===== config.mk =====
export PLATFORM = sky130hd
export DESIGN_NAME = led_array_driver
export DESIGN_NICKNAME = d
export VERILOG_FILES = /design/src/rtl/led_array_pkg.sv /design/src/rtl/led_col_decoder.sv /design/src/rtl/led_array_driver.sv
export SDC_FILE = /design/constraint.sdc
export NUM_CORES = 1
export LEC_CHECK = 0
export BUFFER_PORTS_ARGS = -buffer_cell sky130_fd_sc_hd__buf_2
export CAP_MARGIN = 10
export CORE_AREA = 5 5 42 44
export CTS_CLUSTER_DIAMETER = 100
export DETAILED_ROUTE_END_ITERATION = 10
export DIE_AREA = 0 0 47 49
export PLACE_DENSITY = 0.71
export SKIP_CTS_REPAIR_TIMING = 1
export SLEW_MARGIN = 20
export SYNTH_ARGS = -nofsm -noshare
export SYNTH_HDL_FRONTEND = slang
export SYNTH_SLANG_ARGS = --single-unit
export TNS_END_PERCENT = 100

===== constraint.sdc =====
create_clock -name clk -period 0.8 [get_ports clk]
set_clock_uncertainty 0.1 [all_clocks]
set_input_delay 0.08 -clock clk [delete_from_list [all_inputs] [get_ports clk]]
set_output_delay 0.08 -clock clk [all_outputs]
set_load 0.01 [all_outputs]

===== src/rtl/led_array_pkg.sv =====
// Shared defaults, cell-bus type and column one-hot helper for the LED matrix driver.
package led_array_pkg;

    localparam int unsigned LED_ROWS = 4;
    localparam int unsigned LED_COLS = 4;
    localparam int unsigned LED_N    = 4;

    // Widest column count the helper can encode; callers size-cast down to COLS.
    localparam int unsigned MAX_COLS = 64;

    typedef logic [LED_ROWS*LED_COLS-1:0] cells_t;

    function automatic logic [MAX_COLS-1:0] col_onehot(input int unsigned x,
                                                       input int unsigned cols);
        logic [MAX_COLS-1:0] one;
        one = '0;
        one[0] = 1'b1;
        col_onehot = '0;
        if (x < cols) begin
            col_onehot = one << x;
        end
    endfunction

endpackage


===== src/rtl/led_col_decoder.sv =====
// Combinational column decoder: x -> one-hot column drive plus the per-column cell mask table.
module led_col_decoder
    import led_array_pkg::*;
#(
    parameter int unsigned ROWS = LED_ROWS,
    parameter int unsigned COLS = LED_COLS,
    parameter int unsigned N    = LED_N,
    localparam int unsigned XW  = $clog2(N) + 1
) (
    input  logic [XW-1:0]             x,
    output logic [COLS-1:0]           col_oh,
    output logic [COLS*ROWS*COLS-1:0] column_masks
);

    assign col_oh = COLS'(col_onehot(32'(x), COLS));

    // Mask k marks cell bits {COLS*r + k} for every row r.
    always_comb begin
        column_masks = '0;
        for (int unsigned k = 0; k < COLS; k++) begin
            for (int unsigned r = 0; r < ROWS; r++) begin
                column_masks[k*ROWS*COLS + COLS*r + k] = 1'b1;
            end
        end
    end

endmodule


===== src/rtl/led_array_driver.sv =====
// Registered LED matrix column scanner. Optional macro LED_DRIVER_ROWS_ACTIVE_LOW_EN
// inverts the row drive for common-anode sink drivers.
module led_array_driver
    import led_array_pkg::*;
#(
    parameter int unsigned ROWS = LED_ROWS,
    parameter int unsigned COLS = LED_COLS,
    parameter int unsigned N    = LED_N,
    localparam int unsigned XW  = $clog2(N) + 1
) (
    input  logic                 clk,
    input  logic                 rst_n,
    input  logic                 ena,
    input  logic [ROWS*COLS-1:0] cells,
    input  logic [XW-1:0]        x,
    output logic [ROWS-1:0]      rows,
    output logic [COLS-1:0]      cols
);

    logic [COLS-1:0]           col_oh;
    logic [COLS*ROWS*COLS-1:0] column_masks;
    logic [ROWS*COLS-1:0]      sel_mask;
    logic [ROWS*COLS-1:0]      hit;
    logic [ROWS-1:0]           rows_on;
    logic [ROWS-1:0]           rows_d, rows_q;
    logic [COLS-1:0]           cols_d, cols_q;

    led_col_decoder #(
        .ROWS (ROWS),
        .COLS (COLS),
        .N    (N)
    ) u_col_decoder (
        .x            (x),
        .col_oh       (col_oh),
        .column_masks (column_masks)
    );

    // Out-of-range x yields an all-zero col_oh, so no mask is selected.
    always_comb begin
        sel_mask = '0;
        for (int unsigned k = 0; k < COLS; k++) begin
            if (col_oh[k]) begin
                sel_mask = sel_mask | column_masks[k*ROWS*COLS +: ROWS*COLS];
            end
        end
        hit = cells & sel_mask;
    end

    always_comb begin
        rows_on = '0;
        cols_d  = '0;
        if (ena) begin
            cols_d = col_oh;
            for (int unsigned r = 0; r < ROWS; r++) begin
                rows_on[r] = |hit[COLS*r +: COLS];
            end
        end
`ifdef LED_DRIVER_ROWS_ACTIVE_LOW_EN
        rows_d = ~rows_on;
`else
        rows_d = rows_on;
`endif
    end

    always_ff @(posedge clk or negedge rst_n) begin
        if (!rst_n) begin
`ifdef LED_DRIVER_ROWS_ACTIVE_LOW_EN
            rows_q <= '1;
`else
            rows_q <= '0;
`endif
            cols_q <= '0;
        end else begin
            rows_q <= rows_d;
            cols_q <= cols_d;
        end
    end

    assign rows = rows_q;
    assign cols = cols_q;

endmodule


; ---- Word level (Yosys, flattened, before mapping)
; Cells that the tools add are included.
[op_classes]
n_lt_le_gt_ge = 1
shifts = 1
mux = 7
bitwise_logic = 1
n_reduce_logical = 4
[ops]
columns = cell, n
row1 = 16-bit bitwise AND, 1
row2 = 16-bit 2-to-1 mux, 1
row3 = 4-bit OR reduction, 4
row4 = 15-bit 2-to-1 mux, 1
row5 = 14-bit 2-to-1 mux, 1
row6 = 13-bit 2-to-1 mux, 1
row7 = 4-bit 2-to-1 mux, 3
row8 = 1-bit by 3-bit left shift with 4-bit output (first input constant), 1
row9 = 3-bit < comparator (second input constant), 1
[word_totals]
ff_bits = 8
input_bits = 22
out_inout_bits = 8
wordCells = 16

; ---- Depth between registers and ports, before layout
; Gate-level depths: netlist of the first run.
[depth]
ltp_word = 9
mapped_depth = 3
mapped_depth_nobuf = 2

; ---- Modules after synthesis
; Synthesis of the first run repeated with hierarchy kept, for this count alone.
[unflattened]
hier_cells = 142
hier_area_um2 = 1267.5
[modules_own_cells]
columns = mod, n_inst, cells_each, area_each_um2, seq_area_each_um2
row1 = led_array_driver, 1, 72, 749.5, 200.2
row2 = led_col_decoder, 1, 70, 518.0, 0.0

; ---- Worst setup path before layout of the first run
; Ideal clock, no wire load.
[synth_path]
kind = in2reg
startpoint = input x[1]
endpoint = register rows_q[2], in the netlist rows[2]
setup_ps = 80
t_arrival_ps = 672
required_time_ps = 620
setup_slack_ps = -52
stages = 3
path_buffers = 1
cell_sequence = or3b_1 -> buf_2 -> o22ai_2
[synth_between]
elab_chain_cells = 9
elab_cells_between_ends = 10
cone_classes = order compare (1) / shift (1) / mux (6) / bitwise (1) / reduce/logical (1)
[synth_rtl]
columns = item, line_no
row1 = from (decl), led_array_driver.sv:15  ; input logic [XW-1:0] x,
row2 = 3-bit < comparator or 1-bit by 3-bit left shift with 4-bit output (tied branches), "led_array_pkg.sv:19, led_array_pkg.sv:20"
row3 = 4-bit 2-to-1 mux *, led_array_pkg.sv:19  ; if (x < cols) begin
row4 = 13-bit 2-to-1 mux, led_array_driver.sv:42  ; if (col_oh[k]) begin
row5 = 14-bit 2-to-1 mux, led_array_driver.sv:42
row6 = 15-bit 2-to-1 mux, led_array_driver.sv:42
row7 = 16-bit 2-to-1 mux *, led_array_driver.sv:42
row8 = 16-bit bitwise AND *, led_array_driver.sv:46  ; hit = cells & sel_mask;
row9 = 4-bit OR reduction *, led_array_driver.sv:55  ; rows_on[r] = |hit[COLS*r +: COLS];
row10 = 4-bit 2-to-1 mux *, led_array_driver.sv:52  ; if (ena) begin
row11 = via rows_d[2], led_array_driver.sv:25  ; logic [ROWS-1:0] rows_d, rows_q;
row12 = to (signal assigned), led_array_driver.sv:74  ; rows_q <= rows_d;
row13 = to (decl), led_array_driver.sv:25
; The timed path passes the listed nets; every way through them passes the cells marked *.

; ---- Final worst setup path of the first run
[layout_path]
startpoint = register cols_q[2], in the netlist cols[2]
endpoint = output cols[2]
[layout_rtl]
columns = item, line_no
row1 = from (decl), led_array_driver.sv:26  ; logic [COLS-1:0] cols_d, cols_q;
row2 = from (signal assigned), led_array_driver.sv:75  ; cols_q <= cols_d;
row3 = to (decl), led_array_driver.sv:17  ; output logic [COLS-1:0] cols
; No word-level cell between the ends.

==> flow_summary.yaml, run 1 <==
placement:
  dp_hpwl_um: 734
  post_dp_cell_area_sq_um: 527
  gp_congestion: 0.617
  port_buffers: 29
drt:
  vias_per_cell: 4.24
  routedWlPerCell_um: 11.3
  first_iter_violations: 2
  vias: 331
  routed_wl_um: 884
  first_pass_iters: 4
  drc: 0
  drtAntennaViolNets: 0
grt:
  grt_max_degree: 10
  antenna_found_initial: 0
  grt_pass1_vias: 325
  use_met1: 0.0903
  top_usage_layer: "met2"
  grt_pass1_wl_um: 1310
  met3_usage: 0.00738
  grt_usage: 0.0795
  grt_overflow: 0
  grtUsageMet2: 0.118
timing:
  tightestPinTransition_ns: 0.246
  tns_ns: -0.924
  report.final.slew_viol_count: 0
  period_share: 1.15
  rsz0062_at_grt: "true"
  relSlewSlack: 0.836
  fmax_mhz: 1080
  setup_viol: 8
  hold_viol_final: 0
  min_period_ns: 0.922
  setup_ws_ns: -0.122
finish:
  nNetsFinal: 86
  final_core_utilization: 0.405
  synthToLayoutAreaGrowth_pct: 59.3
  drive_above_1_share: 0.581
  diodes: 0
  stdcell_area_sq_um: 568
die:
  coreArea_sq_um: 1400
  die_area_sq_um: 2300
  ios: 30
  die_h_um: 49
  die_width_um: 47
  initial_utilization: 0.254
  rows: 14
setup_path:
  critPathSlowestCell: "dfrtp_1"
  crit_chain: "buf_2"
  critPathTopFamily: "flip-flops"
  worstPathRequired_ns: 0.62
  crit_type: "reg2out"
  cp_num_buf_inv: 1
  startpoint_type: "register"
  worst_path_largest_cell_delay_ns: 0.36
  end_kind: "output port"
  arrival_ns: 0.74
  cp_max_fo: 1
clock_network:
  cts-buffers-inserted: 3
  clkTransAtPathRegs_ns: 0.05
  clock-root-buffer: "clkbuf_4"
  clock-sinks: 8
  cts_max_level: 1
  cts_tree: "yes"
  clk_path_buf_depth: 2
worst_hold_path:
  hold_class: "in2reg"
logic_synthesis:
  avgSynthCellArea_sq_um: 12.3
  seq_area_frac_synth: 0.561
  synthCells: 29
  synth_warnings: 0
  ys_ff_latch: 8
  synthesis.area_sq_um: 357
  ys_types: 9
  syn_nets: 51
power_and_ir_drop:
  p_seq_frac: 0.478
  swShare: 0.232
  clkPwrFrac: 0.343
  switching_power_w: 0.000206
  intPower_w: 0.000682
  powerDensity_nw_per_um2: 1560
  combPwrFrac: 0.179
  peakVddDrop_v: 0.000457
  power_leakage_nw: 0.335
run_status:
  status: "finished with violations"
  violations: "negative setup slack"
flow_run:
  cap_violations: 0
-- layer usage --
| metal | part of all wire | wire [um] |
|---|---|---|
| met5 | 0 | 0 |
| met4 | 0.017 | 15 |
| met3 | 0.13 | 111 |
| met2 | 0.49 | 429 |
| met1 | 0.37 | 326 |
-- area by class of cell --
type                    instances  area [sq um]
fillers                       159           833
repair buffers                 32           176
well taps                      16          20.0
flip-flops and latches          8           200
inverters                       1          3.75
clock buffers                   3          22.5
multi-input cells              18           145
-- power groups by stage --
stage	clock network (W)	logic, W	registers (W)
floorplan	0	0.0000579	0.000441
finish	0.000304	0.000159	0.000425
global placement	0	0.000149	0.000432
CTS	0.000319	0.000153	0.000424
detailed placement	0	0.000153	0.000431
global route	0.000315	0.000177	0.000426
-- cell families after synthesis --
family | Yosys count | synth area share
compound gates | 4 | 0.0877
buf+inv | 3 | 0.0386
mux | 8 | 0.225
simple gates | 6 | 0.0877
flops | 8 | 0.561
-- sequential cells by signal, summed over array words and instances, names as in the netlist --
register  cells
cols          4
rows          4
-- cell usage after synthesis --
library cell / number / area (sq um)
buf_2: 2 / 10.0
dfrtp_1: 8 / 200
inv_1: 1 / 3.75
mux2i_1: 8 / 80.1
nand3b_1: 1 / 7.51
nor2_1: 4 / 15.0
o22ai_1: 3 / 18.8
o22ai_2: 1 / 12.5
or3b_1: 1 / 8.76
-- stage by stage --
step	power [W]	hold slack (ns)	setup slack (ns)	std cells
2_1_floorplan	0.000499	-0.316	-0.0521	29
3_3_place_gp	0.000581	-0.179	-0.189	74
5_1_grt	0.000918	0.0140	-0.143	78
4_1_cts	0.000896	-0.448	-0.136	77
6_report	0.000888	0.00141	-0.122	78
3_5_place_dp	0.000584	-0.172	-0.200	74
-- cell usage in the layout (no fill, tap or decap) --
master,count
buf_2,28
buf_4,2
buf_6,1
clkbuf_4,3
dfrtp_1,8
dlygate4sd3_1,1
inv_1,1
mux2i_1,8
nand3b_1,1
nor2_1,4
o22ai_1,3
o22ai_2,1
or3b_4,1
-- final timing paths --
kind | startpoint | end | slack [ns] | depth (start not counted)
setup / recovery | cols[2] | cols[2] | -0.12 | 1
hold / removal | cells[8] | rows[2] | 0.001 | 3
max in group asynchronous | rst_n | rows[0] | 0.35 | 2
min in group asynchronous | rst_n | cols[0] | 0.09 | 2
(Power assumes the default switching activity.)
==> run 2, diff against run 1 <==
==> constraint.sdc (replaced) <==
create_clock -name clk -period 0.84 [get_ports clk]
set_clock_uncertainty 0.1 [all_clocks]
set_input_delay 0.084 -clock clk [delete_from_list [all_inputs] [get_ports clk]]
set_output_delay 0.084 -clock clk [all_outputs]
set_load 0.01 [all_outputs]
==> flow_summary.yaml, run 2 (synthesis results as in run 1) <==
run_status:
  status: "finished with violations"
  violations: "negative setup slack"
grt:
  grt_overflow: 0
  grt_max_degree: 9
  antenna_found_initial: 0
  grt_pass1_vias: 345
  grt_pass1_wl_um: 1340
  grt_usage: 0.0867
drt:
  vias: 344
  routed_wl_um: 909
  routedWlPerCell_um: 11.7
  drc: 0
  vias_per_cell: 4.41
  first_pass_iters: 4
  drtAntennaViolNets: 0
  first_iter_violations: 6
power_and_ir_drop:
  combPwrFrac: 0.182
  power_leakage_nw: 0.335
  peakVddDrop_v: 0.000501
  powerDensity_nw_per_um2: 1470
  intPower_w: 0.000647
  switching_power_w: 0.000185
  p_seq_frac: 0.487
  clkPwrFrac: 0.332
  swShare: 0.223
finish:
  layout_common_cells: "buf_2, mux2i_1, dfrtp_1"
  drive_above_1_share: 0.581
  nNetsFinal: 86
  diodes: 0
  synthToLayoutAreaGrowth_pct: 58.6
  final_common_cell: "buf_2"
  stdcell_area_sq_um: 566
  stdcell_count: 78
  nFillCells: 160
placement:
  port_buffers: 29
  dp_cells: 74
  gp_congestion: 0.660
  post_dp_cell_area_sq_um: 527
setup_path:
  critPathTopFamily: "flip-flops"
  cp-startpoint: "cols[3]"
  cp_num_buf_inv: 1
  startpoint_type: "register"
  worstPathRequired_ns: 0.66
  cp_max_fo: 1
  arrival_ns: 0.74
  crit_chain: "buf_2"
  worst_path_largest_cell_delay_ns: 0.36
  cp-endpoint: "cols[3]"
  end_kind: "output port"
  crit_type: "reg2out"
  critPathSlowestCell: "dfrtp_1"
  path_depth: 1
worst_hold_path:
  worstHoldStart: "cells[8]"
  hold_class: "in2reg"
timing:
  setup_ws_ns: -0.0866
  tns_ns: -0.613
  min_period_ns: 0.927
  setup_viol: 8
  rsz0062_at_grt: "true"
  report.final.slew_viol_count: 0
  relSlewSlack: 0.824
  tightestPinTransition_ns: 0.263
  fmax_mhz: 1080
  period_share: 1.10
  hold_viol_final: 0
die:
  initial_utilization: 0.254
  die_width_um: 47
  coreArea_sq_um: 1400
  die_area_sq_um: 2300
  ios: 30
  rows: 14
  die_h_um: 49
clock_network:
  clkTransAtPathRegs_ns: 0.05
  cts_max_level: 1
  cts_tree: "yes"
  clock-sinks: 8
  cts-buffers-inserted: 3
  clk_path_buf_depth: 2
  clock-root-buffer: "clkbuf_4"
flow_run:
  cap_violations: 0
-- run 2: cell counts in the layout (fill, tap and decap cells not counted) --
No cell type changed its count.
-- run 2: layout make-up --
type	instances	area [sq um]	area share
clock buffers	3	22.5	0.0398
inverters	1	3.75	0.00664
multi-input cells	18	149	0.263
flip-flops and latches	8	200	0.354
well taps	16	20.0	0.0354
repair buffers	32	170	0.301
-- run 2: worst min-delay path by stage --
stage | depth (start not counted) | end
5_1_grt | 3 | rows[2]
2_1_floorplan | 0 | cols[0]
4_1_cts | 1 | cols[0]
3_3_place_gp | 1 | cols[1]
3_5_place_dp | 1 | cols[1]
6_report | 3 | rows[2]
-- run 2: per-layer routing --
layer,up-vias,track usage,share of wire
met2,20,0.133,0.52
li1,170,-,-
met5,-,0,0
met4,0,0.0968,0.050
met3,4,0.0258,0.11
met1,150,0.0792,0.32
-- run 2: power groups by stage --
stage	Sequential, W	Clock, W	Combinational (W)
after floorplan	0.000420	0	0.0000552
after global placement	0.000411	0	0.000144
after detailed placement	0.000412	0	0.000148
after CTS	0.000405	0.000289	0.000148
after global routing	0.000406	0.000308	0.000167
final	0.000405	0.000276	0.000151
-- run 2: metrics by stage --
step                hold slack (ns)  setup slack (ns)   util  total power (W)
global placement             -0.176            -0.152  0.376         0.000555
CTS                          -0.437            -0.105  0.392         0.000843
finish                       0.0163           -0.0866  0.404         0.000832
floorplan                    -0.312           -0.0161      -         0.000475
global route                 0.0236            -0.120  0.404         0.000882
detailed placement           -0.171            -0.238  0.376         0.000559
